--- config.mk ---
export PLATFORM = sky130hd
export DESIGN_NAME = scan_mux
export DESIGN_NICKNAME = d
export VERILOG_FILES = /design/src/rtl/scan_mux.sv
export SDC_FILE = /design/constraint.sdc
export NUM_CORES = 1
export LEC_CHECK = 0
export CORE_MARGIN = 2
export CORE_UTILIZATION = 45
export CTS_CLUSTER_DIAMETER = 100
export DETAILED_ROUTE_END_ITERATION = 16
export PLACE_DENSITY = 0.74
export SLEW_MARGIN = 30
export SYNTH_ARGS = -nofsm -noshare
export SYNTH_HDL_FRONTEND = slang
export SYNTH_SLANG_ARGS = --single-unit
--- constraint.sdc ---
create_clock -name clk -period 4.53 [get_ports clk]
set_input_delay 0.6795 -clock clk [delete_from_list [all_inputs] [get_ports clk]]
set_output_delay 0.6795 -clock clk [all_outputs]
set_load 0.005 [all_outputs]
--- src/rtl/scan_mux.sv ---
// Registered channel multiplexer with manual select and a dwell-timed auto-scan
// over an enable mask; o/cur_sel/valid/wrap are all flop outputs.
module scan_mux #(
    parameter int WIDTH = 8,
    parameter int CH    = 8,
    parameter int SEL_W = 3,
    parameter int DWELL = 16
) (
    input  logic                clk,
    input  logic                rst,
    input  logic [CH*WIDTH-1:0] I,
    input  logic [SEL_W-1:0]    s,
    input  logic                mode,
    input  logic [CH-1:0]       en_mask,
    input  logic                hold,
    output logic [WIDTH-1:0]    o,
    output logic [SEL_W-1:0]    cur_sel,
    output logic                valid,
    output logic                wrap
);
    localparam int NSEL = 1 << SEL_W;
    localparam int CNT_W = (DWELL > 1) ? $clog2(DWELL) : 1;
    localparam logic [CNT_W-1:0] CNT_LAST = CNT_W'(DWELL - 1);

    typedef enum logic [1:0] {MANUAL, SCAN, EMPTY} state_t;

    state_t           state_reg, state_next;
    logic [CNT_W-1:0] cnt_reg, cnt_next;
    logic [SEL_W-1:0] sel_reg, sel_next;
    logic [WIDTH-1:0] o_reg, o_next;
    logic             valid_reg, valid_next;
    logic             wrap_reg, wrap_next;

    logic [WIDTH-1:0] ch_data [NSEL];
    logic [NSEL-1:0]  mask_pad;
    logic [SEL_W-1:0] adv_idx;
    logic             adv_wrap;
    logic             cur_enabled;

    // Pad channel data and mask out to the full select range so that select
    // values at or above CH read as a disabled, all-zero channel.
    genvar gi;
    generate
        for (gi = 0; gi < NSEL; gi++) begin : g_pad
            if (gi < CH) begin : g_live
                assign ch_data[gi]  = I[gi*WIDTH +: WIDTH];
                assign mask_pad[gi] = en_mask[gi];
            end else begin : g_dead
                assign ch_data[gi]  = '0;
                assign mask_pad[gi] = 1'b0;
            end
        end
    endgenerate

    assign cur_enabled = mask_pad[sel_reg];

    // Next enabled channel strictly above sel_reg, modulo CH. Scanning from the
    // farthest candidate to the nearest lets the nearest hit win. An
    // out-of-range sel_reg searches from channel 0.
    always_comb begin
        int base;
        int cand;
        adv_idx = sel_reg;
        base = (int'(sel_reg) < CH) ? int'(sel_reg) : CH - 1;
        for (int k = CH; k >= 1; k--) begin
            cand = base + k;
            if (cand >= CH) begin
                cand = cand - CH;
            end
            if (mask_pad[cand[SEL_W-1:0]]) begin
                adv_idx = cand[SEL_W-1:0];
            end
        end
    end

    assign adv_wrap = (adv_idx <= sel_reg);

    always_comb begin
        state_next = MANUAL;
        if (mode) begin
            state_next = (en_mask == '0) ? EMPTY : SCAN;
        end

        sel_next   = sel_reg;
        cnt_next   = cnt_reg;
        wrap_next  = 1'b0;
        valid_next = 1'b0;
        o_next     = '0;

        case (state_next)
            MANUAL: begin
                sel_next   = s;
                cnt_next   = '0;
                valid_next = (int'(s) < CH);
                o_next     = ch_data[s];
            end
            EMPTY: begin
                cnt_next = '0;
            end
            default: begin
                valid_next = 1'b1;
                if (!cur_enabled) begin
                    // A disabled current channel forces an advance, even under hold.
                    sel_next  = adv_idx;
                    cnt_next  = '0;
                    wrap_next = adv_wrap;
                end else if (state_reg != SCAN) begin
                    cnt_next = '0;
                end else if (hold) begin
                    cnt_next = cnt_reg;
                end else if (cnt_reg == CNT_LAST) begin
                    sel_next  = adv_idx;
                    cnt_next  = '0;
                    wrap_next = adv_wrap;
                end else begin
                    cnt_next = cnt_reg + 1'b1;
                end
                o_next = ch_data[sel_next];
            end
        endcase
    end

    always_ff @(posedge clk) begin
        if (rst) begin
            state_reg <= MANUAL;
            cnt_reg   <= '0;
            sel_reg   <= '0;
            o_reg     <= '0;
            valid_reg <= 1'b0;
            wrap_reg  <= 1'b0;
        end else begin
            state_reg <= state_next;
            cnt_reg   <= cnt_next;
            sel_reg   <= sel_next;
            o_reg     <= o_next;
            valid_reg <= valid_next;
            wrap_reg  <= wrap_next;
        end
    end

    assign o       = o_reg;
    assign cur_sel = sel_reg;
    assign valid   = valid_reg;
    assign wrap    = wrap_reg;

endmodule

==> impl_metrics.toml, run 1 <==
[final_layout]
drive_above_1_share_pct = 13.65
largest_reg_flops = 8
fin_area_sq_mm = 0.004586
fin_util_pct = 59.04
nFillCells = 682
nNetsFinal = 555
area_growth_pct = 26.77
diodes = 0

[run]
maxCapViolCount = 0

[clock_tree]
cts_buffers = 3
cts_hold_buf = 0
cts_sinks = 19
h-tree-depth = 1
cts_tree = "built"
cts_resized = 0
clkLatencyLatePin_ps = 270
cts.clk_slew.worst_paths_ps = 90
cts_setup_buffers = 0
clockBufferDepth = 2
root_buffer = "clkbuf_8"

[route]
wl_per_cell_um = 22.54
vias = 4135
wl_met2_um = 6542
wl_met1_um = 4974
routed_wl_um = 12870
drtIter0Drc = 380
vias_per_cell = 7.242
first_pass_iters = 5
post-route-drc-count = 0
antenna_left = 0
highest_layer = "met4"
dr_wl_met3_um = 1002

[pwr]
total_leakage_power_nw = 1.827
power_density_mw_per_mm2 = 346.3
switchingPower_w = 0.0007729
p_clk_share_pct = 8.0
vdd_ir_drop_max_mv = 0.2261
power_switching_share_pct = 48.67
power_frac_seq_pct = 13.9
combPwrFrac_pct = 78.1
intPower_w = 0.0008152

[timing]
maxSlewHeadroom_pct = 42.17
fin_crit_sh_pct = 87.77
finalMaxSlewViolations = 0
fin_worst_skew_ps = 12.42
timing.final.crit_period_ps = 3976
finalSetupViolations = 0
rsz0062_at_grt = "false"
hold_viol = 0
tns_ps = 0
max_freq_mhz = 251.5
tightest_slew_ps = 864.8

[synthesis]
syn_nets = 496
synth_area_leader_cell = "mux4_2"
syn_area_sq_mm = 0.003617
synth_flop_cell = "dfxtp_1"
async_flop_share_pct = 0
netlist-cell-type-count = 60
netlist_top_cells_area = "mux4_2 19%, dfxtp_1 11%, mux2i_1 6.4%, a22o_1 5.8%, a211oi_1 5.4%"
synth_cells = 411
avgSynthCellArea_sq_um = 8.801
synth_edf_count = 0
synth_top_area_share_pct = 18.68
ys_seq_elements = 19
yosysWarnings = 0
synth_seq_area_share_pct = 10.52

[grt]
overflow = 0
grt_pass1_vias = 4037
antenna_found_initial = 0
grt_first_pass_wirelength_um = 20180
grtUsageTotal_pct = 29.03
grt_max_degree = 41

[critical_path]
worst_ep_required_time_ps = 4700
worstSetupEndpoint = "o[4]"
crit_fanout = 40
r2r_start = "cur_sel[1]"
startpoint = "cur_sel[1]"
startpoint_type = "register"
crit_type = "reg -> reg"
rr_worst_depth = 11
r2r_slack_ps = 550
timing.rr.end = "o[4]"
crit_path_end_kind = "register"
worst_ep_arrival_time_ps = 4140

[placement]
portBuffers = 91
placed_cell_area_sq_mm = 0.004538
gp_congestion = 0.9082
hpwl_um = 9096

[die]
start_util_pct = 46.57
die_area_sq_mm = 0.008771
die-height_um = 93.66
coreArea_sq_mm = 0.007767
rows = 32
ioPinCount = 92
die_x_um = 93.66

[worst_hold_path]
min_path_type = "reg -> reg"
hp-start = "cnt_reg[3]"

[status]
status = "finished, final reports clean"
layer usage:
| metal | global-route usage, % | vias up |
|---|---|---|
| li1 | - | 1829 |
| met1 | 37.07 | 2018 |
| met2 | 49.94 | 254 |
| met3 | 3.772 | 34 |
| met4 | 11.11 | 0 |
| met5 | 0 | - |
synthesized netlist by cell type (all sizes together) (2+ instances only):
master,count
mux2i,23
o32ai,16
o311ai,8
or4,2
nor3,7
or3b,2
mux2,14
a211oi,27
nor2b,4
clkbuf,32
ha,6
nor2,14
a211o,8
buf,16
mux4,30
o21a,2
xor2,2
inv,10
nand3,5
xnor2,4
o21ai,4
a21o,4
dfxtp,19
a22o,24
a31oi,3
a2111oi,3
a21oi,19
or3,2
a41o,17
and2,3
and3,20
a311oi,10
nor4,3
nand2,35
power groups by stage:
| stage | combinational [W] | sequential [W] | clock (W) |
|---|---|---|---|
| floorplan | 0.000868 | 0.000216 | 0 |
| global placement | 0.00118 | 0.000224 | 0 |
| detailed placement | 0.00121 | 0.000224 | 0 |
| CTS | 0.00122 | 0.000221 | 0.000129 |
| global route | 0.00133 | 0.000224 | 0.000137 |
| finish | 0.00124 | 0.000221 | 0.000127 |
worst min path at each step:
stage,end,slack [ps],cells after the start
2_1_floorplan,cnt_reg[3],450,2
3_3_place_gp,cnt_reg[3],470,2
3_5_place_dp,cnt_reg[3],490,2
4_1_cts,cnt_reg[3],500,2
5_1_grt,cnt_reg[3],520,2
6_report,cnt_reg[3],500,2
cells in the final DEF (no fill, tap or decap), drive strengths merged, types with 4 or more instances in the layout:
master,synthesis,routed
a211oi,27,27
clkdlybuf4s50,0,91
xnor2,4,4
o311ai,8,8
mux2,14,14
dfxtp,19,19
and3,20,20
mux4,30,30
ha,6,6
nor2b,4,4
nor2,14,14
a41o,17,17
a22o,24,24
a211o,8,8
nand2,35,35
nand3,5,5
o32ai,16,16
buf,16,11
a21oi,19,19
a21o,4,4
mux2i,23,23
o21ai,4,4
nor3,7,7
inv,10,10
a311oi,10,10
worst max-delay path, stage by stage (launching register included):
cell and delay (ps):
dfxtp_1 330, inv_1 130, ha_1 770, mux4_2 600, a211oi_1 250, a31oi_1 110, a311oi_4 310, buf_4 420
a211oi_1 80, o311ai_0 460, a21oi_1 140, a211o_1 270
cells by family (layout without fill, tap and decap cells):
logic type      Yosys count  after routing  share of synthesized area, %
compound gates          153            153                         35.01
simple gates            101            101                         14.46
mux                      67             67                         29.40
buf+inv                  59            117                         7.091
flops                    19             19                         10.52
fa+ha+maj                 6              6                         2.075
xor+xnor                  6              6                         1.453
layout make-up:
type | instances | area, sq um | area share [%]
timing repair buffer | 102 | 993.5 | 21.66
tap | 102 | 127.6 | 2.783
inverter | 11 | 41.29 | 0.9004
multi-input combinational | 333 | 2997 | 65.35
clock inverter | 1 | 5.005 | 0.1091
clock buffer | 3 | 41.29 | 0.9004
sequential | 19 | 380.4 | 8.295
through the flow:
stage / setup WS [ps] / hold slack (ps) / cells / total power [W]
global route: 323.1 / 520.5 / 571 / 0.001693
global placement: 442.9 / 465.2 / 567 / 0.001402
CTS: 564.4 / 499.1 / 571 / 0.001569
floorplan: 829.5 / 453.3 / 411 / 0.001083
finish: 553.8 / 502.1 / 571 / 0.001588
detailed placement: 392.9 / 488.3 / 567 / 0.001437
(Power assumes the default switching activity.)
==> run 2: changes to the inputs <==
--- a/config.mk
+++ b/config.mk
@@ -5,11 +5,12 @@
 export SDC_FILE = /design/constraint.sdc
 export NUM_CORES = 1
 export LEC_CHECK = 0
+export CORE_ASPECT_RATIO = 0.8
 export CORE_MARGIN = 2
-export CORE_UTILIZATION = 45
+export CORE_UTILIZATION = 30
 export CTS_CLUSTER_DIAMETER = 100
 export DETAILED_ROUTE_END_ITERATION = 16
-export PLACE_DENSITY = 0.74
+export SKIP_CTS_REPAIR_TIMING = 1
 export SLEW_MARGIN = 30
 export SYNTH_ARGS = -nofsm -noshare
 export SYNTH_HDL_FRONTEND = slang
==> run 2 against run 1 <==
Against the previous run:
- global-route usage is 8.3 points lower
- cell area is 2.6% higher
- critical path depth shrank 2
- die area up 48%
- clock power grew 54%
- combinational power about the same
- sequential cell count unchanged
- via count fell by 0.39%
- critical endpoint is now o[1]
- largest cell class unchanged
- largest power group unchanged
==> impl_metrics.toml, run 2 (synthesis gave the netlist of run 1 again) <==
[status]
status = "finished, final reports clean"

[worst_hold_path]
hp-start = "cnt_reg[3]"
min_to = "cnt_reg[3]"
whs_path_depth = 2
min_path_type = "reg -> reg"

[critical_path]
cp_num_buf_inv = 1
r2r_start = "cur_sel[1]"
timing.rr.end = "o[1]"
rr_worst_depth = 11
path_cells = "clkdlybuf4s50_1 -> mux4_2 -> mux2i_1 -> o21ai_1 -> a21oi_1 -> o21a_1 -> nor2_1 -> nor2_2 -> a211o_1"
worst_ep_required_time_ps = 4740
worst_ep_arrival_time_ps = 4200
crit_path_top_delay_cell = "clkdlybuf4s50_1"
crit_path_end_kind = "register"
cpPeakStageDelay_ps = 620
path_delay_family = "compound AO/OA/AOI/OAI gates"
crit_type = "in -> reg"
crit_fanout = 11
r2r_slack_ps = 770
startpoint_type = "input port"

[route]
vias_per_cell = 6.633
drtIter0Drc = 307
post-route-drc-count = 0
first_pass_iters = 7
wl_per_cell_um = 22.33
vias = 4119
routed_wl_um = 13870
antenna_left = 0

[clock_tree]
clkLatencyLatePin_ps = 260
cts_sinks = 19
cts_tree = "built"
cts.clk_slew.worst_paths_ps = 70
cts_buffers = 3
h-tree-depth = 1
clockBufferDepth = 2
root_buffer = "clkbuf_16"

[die]
die-height_um = 102.2
die_x_um = 126.8
die_area_sq_mm = 0.01296
coreArea_sq_mm = 0.01165
rows = 35
start_util_pct = 31.05
ioPinCount = 92

[pwr]
total_leakage_power_nw = 1.862
vdd_ir_drop_max_mv = 0.1829
power_density_mw_per_mm2 = 355.4

[final_layout]
most-common-layout-cells = "91 x clkdlybuf4s50_1, 35 x nand2_1, 30 x mux4_2, 26 x a211oi_1, 24 x a22o_1"
diodes = 0
area_growth_pct = 30.13
fin_area_sq_mm = 0.004707
final_common_cell = "clkdlybuf4s50_1"
largest_reg_flops = 8
fin_util_pct = 40.41
nNetsFinal = 559
drive_above_1_share_pct = 14.38

[timing]
hold_viol = 0
rsz0062_at_grt = "false"
finalMaxSlewViolations = 0
finalSetupViolations = 0
tns_ps = 0
timing.final.crit_period_ps = 3987
fin_worst_skew_ps = 10.34
fin_crit_sh_pct = 88.01
tightest_slew_ps = 967.7
maxSlewHeadroom_pct = 35.28
max_freq_mhz = 250.8

[grt]
grt_pass1_vias = 3744
grt_max_degree = 41
grtUsageTotal_pct = 20.73
overflow = 0
antenna_found_initial = 0
grt_first_pass_wirelength_um = 21560

[placement]
gp_congestion = 0.9157
placed_cell_area_sq_mm = 0.004626
portBuffers = 91
hpwl_um = 9890

[run]
maxCapViolCount = 0
[run 2: worst max path at each step]
stage	start	endpoint	slack (ps)	depth (start not counted)
2_1_floorplan	cur_sel[0]	o[0]	830	15
3_3_place_gp	en_mask[6]	o[2]	420	9
3_5_place_dp	en_mask[6]	o[1]	290	9
4_1_cts	en_mask[6]	o[1]	570	9
5_1_grt	en_mask[6]	o[2]	360	9
6_report	en_mask[6]	o[1]	540	9
[run 2: cell type report]
class,count,area (sq um)
flip-flops and latches,19,380.4
inverters,11,41.29
repair buffers,106,1023
well taps,148,185.2
clock inverters,1,5.005
fillers,1179,6942
multi-input cells,333,2997
clock buffers,3,75.07
[run 2: worst reg2reg max path: stages (launching register included)]
cell and delay (ps):
dfxtp_1 340, inv_1 140, ha_1 510, buf_4 260, mux2i_1 300, mux4_2 280
o21ai_1 90, a21oi_1 460, o21a_1 510, nor2_1 170, nor2_2 450, a211o_1 210
[run 2: power by group]
part           internal (W)  leakage (nW)  switching (W)  total, W
Combinational      0.000566          1.66       0.000692   0.00126
Sequential         0.000199         0.157      0.0000218  0.000220
Clock              0.000119        0.0409      0.0000759  0.000195
Total              0.000883          1.86       0.000790   0.00167
[run 2: metal layers]
layer	share of wire, %	vias to the layer above	track usage [%]
li1	-	1835	-
met1	45	2046	31.18
met2	44	212	31.64
met3	7.8	26	2.408
met4	2.4	0	5.325
met5	0	-	0
[run 2: per-stage QoR]
step / std cells / hold WS [ps] / setup WS (ps) / power (W)
after global routing: 621 / 576.5 / 357.2 / 0.001790
after CTS: 621 / 498.8 / 566.3 / 0.001657
after global placement: 617 / 475.0 / 418.6 / 0.001436
after floorplan: 411 / 453.3 / 829.5 / 0.001083
final: 621 / 502.1 / 543.0 / 0.001673
after detailed placement: 617 / 490.7 / 290.8 / 0.001457
